$ cat src/rtl/muldiv_pkg.sv
// muldiv_pkg: op codes, FSM states, operand width and sign helper shared by the multiply/divide unit and the decoder
package muldiv_pkg;
   localparam int XLEN = 32;
   typedef enum logic [2:0] {
      OP_MULT  = 3'd0,
      OP_MULTU = 3'd1,
      OP_DIV   = 3'd2,
      OP_DIVU  = 3'd3,
      OP_MTHI  = 3'd4,
      OP_MTLO  = 3'd5
   } op_t;
   typedef enum logic [1:0] {IDLE, RUN, FIN} state_t;
   function automatic logic [XLEN-1:0] mag(input logic [XLEN-1:0] v, input logic s);
      return s ? -v : v;
   endfunction
endpackage

$ cat src/rtl/muldiv_unit.sv
// muldiv_unit: iterative 32-bit multiply/divide with architectural HI/LO registers
//   clk, reset         rising-edge clock, synchronous active-high reset
//   start, op, a, b    request, op code and operands (rd1/rd2), taken only while idle
//   busy, done         op in flight / one-cycle pulse when HI/LO were just written by an op
//   hi, lo             HI/LO registers
module muldiv_unit
   import muldiv_pkg::*;
(
   input  logic            clk,
   input  logic            reset,
   input  logic            start,
   input  logic [2:0]      op,
   input  logic [XLEN-1:0] a,
   input  logic [XLEN-1:0] b,
   output logic            busy,
   output logic            done,
   output logic [XLEN-1:0] hi,
   output logic [XLEN-1:0] lo
);
   state_t state, state_d;
   logic [2*XLEN-1:0] acc, prod;
   logic [XLEN-1:0] opr;
   logic [4:0] cnt;
   logic is_div, neg_q, neg_r, go, sa, sb;
   logic [XLEN:0] sum, t, d;
   always_comb begin
      go      = start && state == IDLE && !op[2];
      sa      = (op == OP_MULT || op == OP_DIV) && a[XLEN-1];
      sb      = (op == OP_MULT || op == OP_DIV) && b[XLEN-1];
      state_d = state == IDLE ? (go ? RUN : IDLE) : state == RUN ? (&cnt ? FIN : RUN) : IDLE;
      busy    = state != IDLE;
      // multiply: acc = {partial product, remaining multiplier bits}
      sum     = {1'b0, acc[2*XLEN-1:XLEN]} + (acc[0] ? {1'b0, opr} : '0);
      // divide: acc = {remainder, remaining dividend / quotient bits}
      t       = acc[2*XLEN-1:XLEN-1];
      d       = t - {1'b0, opr};
      prod    = neg_q ? -acc : acc;
   end
   always_ff @(posedge clk) state <= reset ? IDLE : state_d;
   always_ff @(posedge clk) begin
      if (reset) begin
         hi   <= '0;
         lo   <= '0;
         done <= 1'b0;
      end else begin
         done <= state == FIN;
         if (state == IDLE && start && op == OP_MTHI) hi <= a;
         if (state == IDLE && start && op == OP_MTLO) lo <= a;
         if (state == FIN) begin
            hi <= is_div ? mag(acc[2*XLEN-1:XLEN], neg_r) : prod[2*XLEN-1:XLEN];
            lo <= is_div ? mag(acc[XLEN-1:0], neg_q) : prod[XLEN-1:0];
         end
      end
   end
   always_ff @(posedge clk) begin
      if (go) begin
         acc    <= {{XLEN{1'b0}}, mag(a, sa)};
         opr    <= mag(b, sb);
         cnt    <= '0;
         is_div <= op[1];
         // a zero divisor keeps the all-ones quotient; the remainder then equals a
         neg_q  <= (sa ^ sb) && (!op[1] || b != '0);
         neg_r  <= sa;
      end else if (state == RUN) begin
         cnt <= cnt + 5'd1;
         acc <= is_div ? (d[XLEN] ? {t[XLEN-1:0], acc[XLEN-2:0], 1'b0} : {d[XLEN-1:0], acc[XLEN-2:0], 1'b1})
                       : {sum, acc[XLEN-1:1]};
      end
   end
endmodule

$ cat config.mk
export PLATFORM = sky130hd
export DESIGN_NAME = muldiv_unit
export DESIGN_NICKNAME = d
export VERILOG_FILES = /design/src/rtl/muldiv_pkg.sv /design/src/rtl/muldiv_unit.sv
export SDC_FILE = /design/constraint.sdc
export NUM_CORES = 1
export LEC_CHECK = 0
export BUFFER_PORTS_ARGS = -buffer_cell sky130_fd_sc_hd__buf_2
export CELL_PAD_IN_SITES_DETAIL_PLACEMENT = 2
export CELL_PAD_IN_SITES_GLOBAL_PLACEMENT = 2
export CORE_ASPECT_RATIO = 1.4
export CORE_MARGIN = 3
export CORE_UTILIZATION = 33
export DETAILED_ROUTE_END_ITERATION = 8
export PLACE_DENSITY_LB_ADDON = 0.1
export REMOVE_ABC_BUFFERS = 1
export SETUP_SLACK_MARGIN = 0.4
export SYNTH_ARGS = -nofsm -noshare
export SYNTH_HDL_FRONTEND = slang
export SYNTH_SLANG_ARGS = --single-unit
$ cat constraint.sdc
create_clock -name clk -period 3.55 [get_ports clk]
set_input_delay 0.355 -clock clk [delete_from_list [all_inputs] [get_ports clk]]
set_output_delay 0.355 -clock clk [all_outputs]
set_load 0.005 [all_outputs]
== After elaboration in Yosys (flattened, before gate mapping) ==
Cells that the tools add are included.

* Register bits after elaboration: 171
* Bits of input ports: 70
* Output and inout bits: 66
* Word-level logic and storage cells: 64

* Add/sub/neg operators: 8
* Equal/unequal tests: 5
* Mux-type cells: 20
* Bitwise gates (word level): 1
* Reduce and logical (&&, ||, !) cells: 19

{| class="wikitable"
|+ Operator list
! operator !! count
|-
| $mux W32 || 13
|-
| $mux W64 || 3
|-
| $neg A32 Y32 || 4
|-
| $neg A64 Y64 || 1
|-
| $add A32 B32 Y33 || 1
|-
| $sub A33 B32 Y33 || 1
|-
| $reduce_bool A32 Y1 || 1
|-
| $reduce_bool A2 Y1 || 4
|-
| $logic_and A1 B1 Y1 || 7
|-
| $eq A3 B3 Y1 const B || 2
|-
| $mux W2 || 3
|-
| $add A5 B1 Y5 const B || 1
|-
| $reduce_and A5 Y1 || 1
|-
| $eq A3 B2 Y1 const B || 1
|-
| $logic_not A3 Y1 || 1
|-
| $eq A2 B1 Y1 const B || 1
|-
| $eq A2 B2 Y1 const B || 1
|-
| $logic_not A1 Y1 || 2
|-
| $logic_not A2 Y1 || 1
|-
| $logic_or A1 B1 Y1 || 2
|-
| $mux W1 || 1
|-
| $xor A1 B1 Y1 || 1
|}

== Depth between registers and ports, before layout ==
* Word-level depth: 5
* Depth in mapped cells: 16
* Depth with buffers taken out: 13

== Worst setup path after synthesis ==
No wires, ideal clock.

* Path kind: reg2reg
* Start: register acc[31]
* End: register acc[33]
* Library setup time: 158 ps
* Data arrival time: 3353 ps
* Required time: 3392 ps
* Path slack: 40 ps
* Stages on the path, launching flop included: 17
* Path buffers: 4
* Clock period less this slack: 3510 ps
* Cell sequence: edfxtp_1 > clkbuf_1 > inv_1 > ha_1 > fa_1 > nand2b_1 > a21oi_1 > o2111ai_1 > a2111o_1 > nand2_1 > xor2_1 > buf_2 > buf_2 > clkbuf_1 > nand2_1 > o211ai_1 > o221ai_1

* Word-level cells in the longest chain between the ends: 3

{| class="wikitable"
|+ RTL lines
! what !! RTL line !! text
|-
| from (decl) || muldiv_unit.sv:21 || <nowiki>logic [2*XLEN-1:0] acc, prod;</nowiki>
|-
| from (signal assigned) || muldiv_unit.sv:57 || <nowiki>acc <= {{XLEN{1'b0}}, mag(a, sa)};</nowiki>
|-
| from (signal assigned) || muldiv_unit.sv:66 || <nowiki>acc <= is_div ? (d[XLEN] ? {t[XLEN-1:0], acc[XLEN-2:0], 1'b0} : {d[XLEN-1:0], acc[XLEN-2:0], 1'b1})</nowiki>
|-
| $sub A33 B32 Y33 || muldiv_unit.sv:36 || <nowiki>d = t - {1'b0, opr};</nowiki>
|-
| $mux W64 (2 in a row) || muldiv_unit.sv:66 ||
|}

Every way passes these cells.
A chain may end at the register's enable or synchronous reset.

== Worst setup path after layout ==
* Start: register opr[0]
* End: register acc[46]

* Word-level cells in the longest chain between the ends: 3
* Elaborated cells between the ends (all ways): 5
* Classes of those cells: add/sub: 2; mux: 3

{| class="wikitable"
|+ RTL lines
! what !! RTL line !! text
|-
| from (decl) || muldiv_unit.sv:22 || <nowiki>logic [XLEN-1:0] opr;</nowiki>
|-
| from (signal assigned) || muldiv_unit.sv:58 || <nowiki>opr <= mag(b, sb);</nowiki>
|-
| $sub A33 B32 Y33 or $mux W32 (tied branches) || muldiv_unit.sv:36, muldiv_unit.sv:33 ||
|-
| $mux W64 or $add A32 B32 Y33 (tied branches) || muldiv_unit.sv:66, muldiv_unit.sv:33 ||
|-
| $mux W64 (*) || muldiv_unit.sv:66 ||
|}

Every way passes the cells marked *; elsewhere a longest branch is shown, timed or not.

==> metrics.txt <==
# TYPE chip_impl_metric gauge
chip_impl_info{name="run_status",value="finished, final reports clean"} 1
chip_impl_info{name="most_numerous_cell_in_the_yosys_netlist",value="nor2_1"} 1
chip_impl_metric{name="grt_start_max_net_pins",unit=""} 105
chip_impl_metric{name="wl_per_cell",unit="µm"} 22.62
chip_impl_metric{name="totalPowerFinal",unit="W"} 0.01025
chip_impl_metric{name="floorplan.rows",unit=""} 88
chip_impl_metric{name="remaining_drc_errors",unit=""} 0
chip_impl_metric{name="postLayoutSetupSlackWorst",unit="ns"} 0.2724
chip_impl_metric{name="drive_gt1_share",unit="%"} 23.97
chip_impl_metric{name="largest_driver_fanout_on_the_critical_path",unit=""} 4
chip_impl_metric{name="gr-usage-all-layers",unit="%"} 24.23
chip_impl_metric{name="effective_utilization_at_floorplan",unit="%"} 33.47
chip_impl_info{name="netlist_top_cells_area",value="dfxtp_1, edfxtp_1, mux2i_1"} 1
chip_impl_metric{name="insertion_delay",unit="ns"} 0.47
chip_impl_metric{name="placement.setup.worst_slack",unit="ns"} -0.1668
chip_impl_metric{name="boundaryPins",unit=""} 136
chip_impl_metric{name="cts_hold_repair.buffers",unit=""} 0
chip_impl_metric{name="reg2reg_depth",unit=""} 16
chip_impl_info{name="topRoutingLayerUsed",value="met4"} 1
chip_impl_info{name="setup.worst_path.class",value="flip-flop to flip-flop"} 1
chip_impl_metric{name="routedLengthMet1",unit="µm"} 22430
chip_impl_metric{name="layout_worst_path_cycle_share",unit="%"} 92.33
chip_impl_info{name="grt_setup_unrepaired",value="yes"} 1
chip_impl_info{name="yosys_most_used_dff",value="dfxtp_1"} 1
chip_impl_metric{name="first_iter_violations",unit=""} 491
chip_impl_info{name="worstReg2RegEnd",value="acc[46]"} 1
chip_impl_metric{name="wirelength",unit="µm"} 55710
chip_impl_metric{name="gp_routability_congestion",unit=""} 0.8732
chip_impl_metric{name="setup.reg_to_reg.worst_slack",unit="ns"} 0.27
chip_impl_metric{name="dr_total_vias",unit=""} 13840
chip_impl_metric{name="cts_made_buffers",unit=""} 17
chip_impl_metric{name="yosys_register_bits",unit=""} 171
chip_impl_metric{name="data_arrival_time_of_the_worst_path",unit="ns"} 3.62
chip_impl_metric{name="max_clock_freq",unit="MHz"} 305.1
chip_impl_metric{name="ctsHtreeMaxLevel",unit=""} 4
chip_impl_info{name="tritoncts",value="yes"} 1
chip_impl_metric{name="grt_overflow",unit=""} 0
chip_impl_metric{name="cts_sinks",unit=""} 171
chip_impl_metric{name="place_inst",unit=""} 2389
chip_impl_metric{name="synth_sequential_area_ratio",unit="%"} 29.70
chip_impl_metric{name="drt_first_pass_iters",unit=""} 4
chip_impl_info{name="endpoint",value="acc[46]"} 1
chip_impl_metric{name="grt_pass1_wl",unit="µm"} 83920
chip_impl_info{name="ctsRootBufferMaster",value="clkbuf_16"} 1
chip_impl_metric{name="diodes",unit=""} 0
chip_impl_metric{name="cellLeakagePower",unit="nW"} 7.423
chip_impl_info{name="crit-reg2reg-launch",value="opr[0]"} 1
chip_impl_metric{name="synthesis.instances",unit=""} 1698
chip_impl_info{name="critPathLaunchType",value="flip-flop"} 1
chip_impl_metric{name="die_area",unit="mm²"} 0.04429
chip_impl_metric{name="met2_length",unit="µm"} 30480
chip_impl_metric{name="cts_max_path_buffers",unit=""} 2
chip_impl_metric{name="netlist.area_leader.share",unit="%"} 15.11
chip_impl_metric{name="yosys_warnings",unit=""} 0
chip_impl_metric{name="drt.antenna.violating_nets",unit=""} 0
chip_impl_metric{name="slew_violations",unit=""} 0
chip_impl_metric{name="post-route-cell-area",unit="mm²"} 0.01753
chip_impl_metric{name="worst_setup_skew_after_layout",unit="ns"} 0.01806
chip_impl_info{name="post_synth_most_frequent_cells",value="nor2_1, a21oi_1, o21ai_0"} 1
chip_impl_info{name="cp-end-kind",value="flip-flop"} 1
chip_impl_metric{name="final-instance-count-excl-fill",unit=""} 2463
chip_impl_metric{name="cp.required",unit="ns"} 3.90
chip_impl_metric{name="finish.net_count",unit=""} 2053
chip_impl_info{name="worst_setup_path_startpoint",value="opr[0]"} 1
chip_impl_metric{name="peakVddDrop",unit="mV"} 0.3894
chip_impl_info{name="synthDominantAreaCellType",value="dfxtp_1"} 1
chip_impl_info{name="path_common_cell",value="buf_12"} 1
chip_impl_metric{name="cellPowerDensity",unit="mW/mm²"} 584.6
chip_impl_metric{name="synth_cell_type_count",unit=""} 74
chip_impl_metric{name="final.min_clock_period",unit="ns"} 3.278
chip_impl_info{name="hold_path.class",value="input port to flip-flop"} 1
chip_impl_info{name="worstPathCellList",value="ha_4 -> fa_2 -> nand2b_4 -> a21oi_4 -> o2111ai_2 -> buf_6 -> a2111o_1 -> nand2_2 -> xor2_4 -> buf_12 -> buf_12 -> buf_16 -> mux2i_2 -> nor2_1 -> a21oi_1 -> o21ai_1"} 1
chip_impl_metric{name="cpPeakStageDelay",unit="ns"} 0.44
chip_impl_metric{name="finalSetupViolations",unit=""} 0
chip_impl_metric{name="placement.io_buffers",unit=""} 135
chip_impl_metric{name="clock_slew_seen_by_the_registers_of_the_worst_setup_and_hold_paths",unit="ns"} 0.07
chip_impl_metric{name="grt_antenna_before_repair",unit=""} 0
chip_impl_info{name="cp_slowest_cell",value="edfxtp_1"} 1
chip_impl_metric{name="synth-async-reset-ratio",unit="%"} 0
chip_impl_metric{name="die_height",unit="µm"} 247.8
chip_impl_metric{name="met3WireLength",unit="µm"} 1245
chip_impl_metric{name="dp_hpwl",unit="µm"} 41970
chip_impl_metric{name="drt_via_density",unit=""} 5.620
chip_impl_metric{name="die_width",unit="µm"} 178.7
chip_impl_metric{name="synth-edff-count",unit=""} 67
chip_impl_metric{name="worst_slew_margin_rel",unit="%"} 37.55
chip_impl_metric{name="worst_slew_pin_slew",unit="ns"} 0.9368
chip_impl_metric{name="maxCapViolations",unit=""} 0
chip_impl_metric{name="synthesis.area_per_instance",unit="µm²"} 8.117
chip_impl_metric{name="placement.cell_area",unit="mm²"} 0.01577
chip_impl_metric{name="finalHoldViolCount",unit=""} 0
chip_impl_metric{name="area_delta_synth_final",unit="%"} 27.19
chip_impl_metric{name="mappedNetlistArea",unit="mm²"} 0.01378
chip_impl_metric{name="placeableCoreArea",unit="mm²"} 0.04118
chip_impl_metric{name="first_global_vias",unit=""} 14890
==> cell type report <==
| class | count | area, µm² |
|---|---|---|
| repair buffers | 295 | 2102 |
| well taps | 540 | 675.6 |
| clock buffers | 19 | 442.9 |
| clock inverters | 12 | 138.9 |
| inverters | 65 | 247.7 |
| fillers | 4633 | 23650 |
| flip-flops and latches | 171 | 4098 |
| multi-input cells | 1361 | 9824 |
==> power breakdown <==
part           internal [W]  switching (W)
Clock               0.00106       0.000912
Sequential          0.00228       0.000297
Combinational       0.00253        0.00316
Total               0.00588        0.00437
==> kinds of logic after synthesis <==
| kind of cell | synth area share [%] |
|---|---|
| adder cells (fa/ha/maj) | 6.645 |
| AO/OA/AOI/OAI | 23.29 |
| buffers and inverters | 4.548 |
| AND/OR/NAND/NOR | 17.29 |
| multiplexers | 7.789 |
| flip-flops | 29.70 |
| XOR/XNOR | 10.74 |
==> critical path: cells and delay by family, from the launching register on <==
family / cells / cell delay [ns]
simple gates: 3 / 0.34
flops: 1 / 0.44
buf+inv: 4 / 0.53
mux: 1 / 0.24
fa+ha+maj: 2 / 0.54
compound gates: 5 / 0.86
xor+xnor: 1 / 0.19
==> timing repair <==
| item | CTS | global route |
|---|---|---|
| gates cloned | 1 | 1 |
| pin swaps | 20 | 70 |
| setup buffers | 17 | 24 |
| gates resized for setup | 59 | 136 |
| endpoints found under the setup margin | 63 | 65 |
==> layout by cell type (no fill, tap or decap), drive strengths merged, types with 8 or more instances in the layout <==
cell	synthesis	layout
dfxtp	104	104
clkbuf	87	20
edfxtp	67	67
nor3	39	39
and2	9	9
nand3	19	19
nand4	14	14
a21o	32	32
mux2i	105	105
a21oi	132	132
or3	13	13
nor4	20	20
nand2b	19	19
o221ai	8	8
o211ai	10	10
nor2	186	186
and3	8	8
ha	70	70
o21ai	134	134
nor2b	23	23
or4	12	12
a211oi	72	72
a31oi	16	16
o31ai	14	14
xor2	70	70
inv	65	68
o21bai	9	9
nand2	127	127
xnor2	99	99
buf	14	294
o41ai	11	11
==> registers in the layout, indices dropped and copies added (netlist names) <==
name,cells
is_div,1
neg_r,1
neg_q,1
done,1
lo,32
acc,64
cnt,5
state,2
hi,32
opr,32
==> metal layers <==
layer / vias to the layer above / global-route usage [%]
met2: 227 / 46.99
li1: 6591 / -
met3: 73 / 1.699
met1: 6950 / 27.47
met4: 0 / 8.394
met5: - / 0
==> how the worst min path moves through the flow <==
stage                 from      to  cells past startpoint
CTS                   b[0]  opr[0]                      1
detailed placement  cnt[4]  cnt[4]                      2
floorplan            reset  hi[12]                      1
finish                b[0]  opr[0]                      1
global placement    cnt[4]  cnt[4]                      2
global route          b[0]  opr[0]                      1
==> per-stage QoR <==
stage,util [%],setup TNS (ns),hold WS [ns]
2_1_floorplan,-,-123.92,0.4274
3_3_place_gp,38.29,-0.05324,0.4452
3_5_place_dp,38.29,-0.2903,0.4596
4_1_cts,40.54,0,0.1367
5_1_grt,42.57,0,0.1637
6_report,42.57,0,0.1606
No activity file was read; power rests on OpenSTA's default activity.
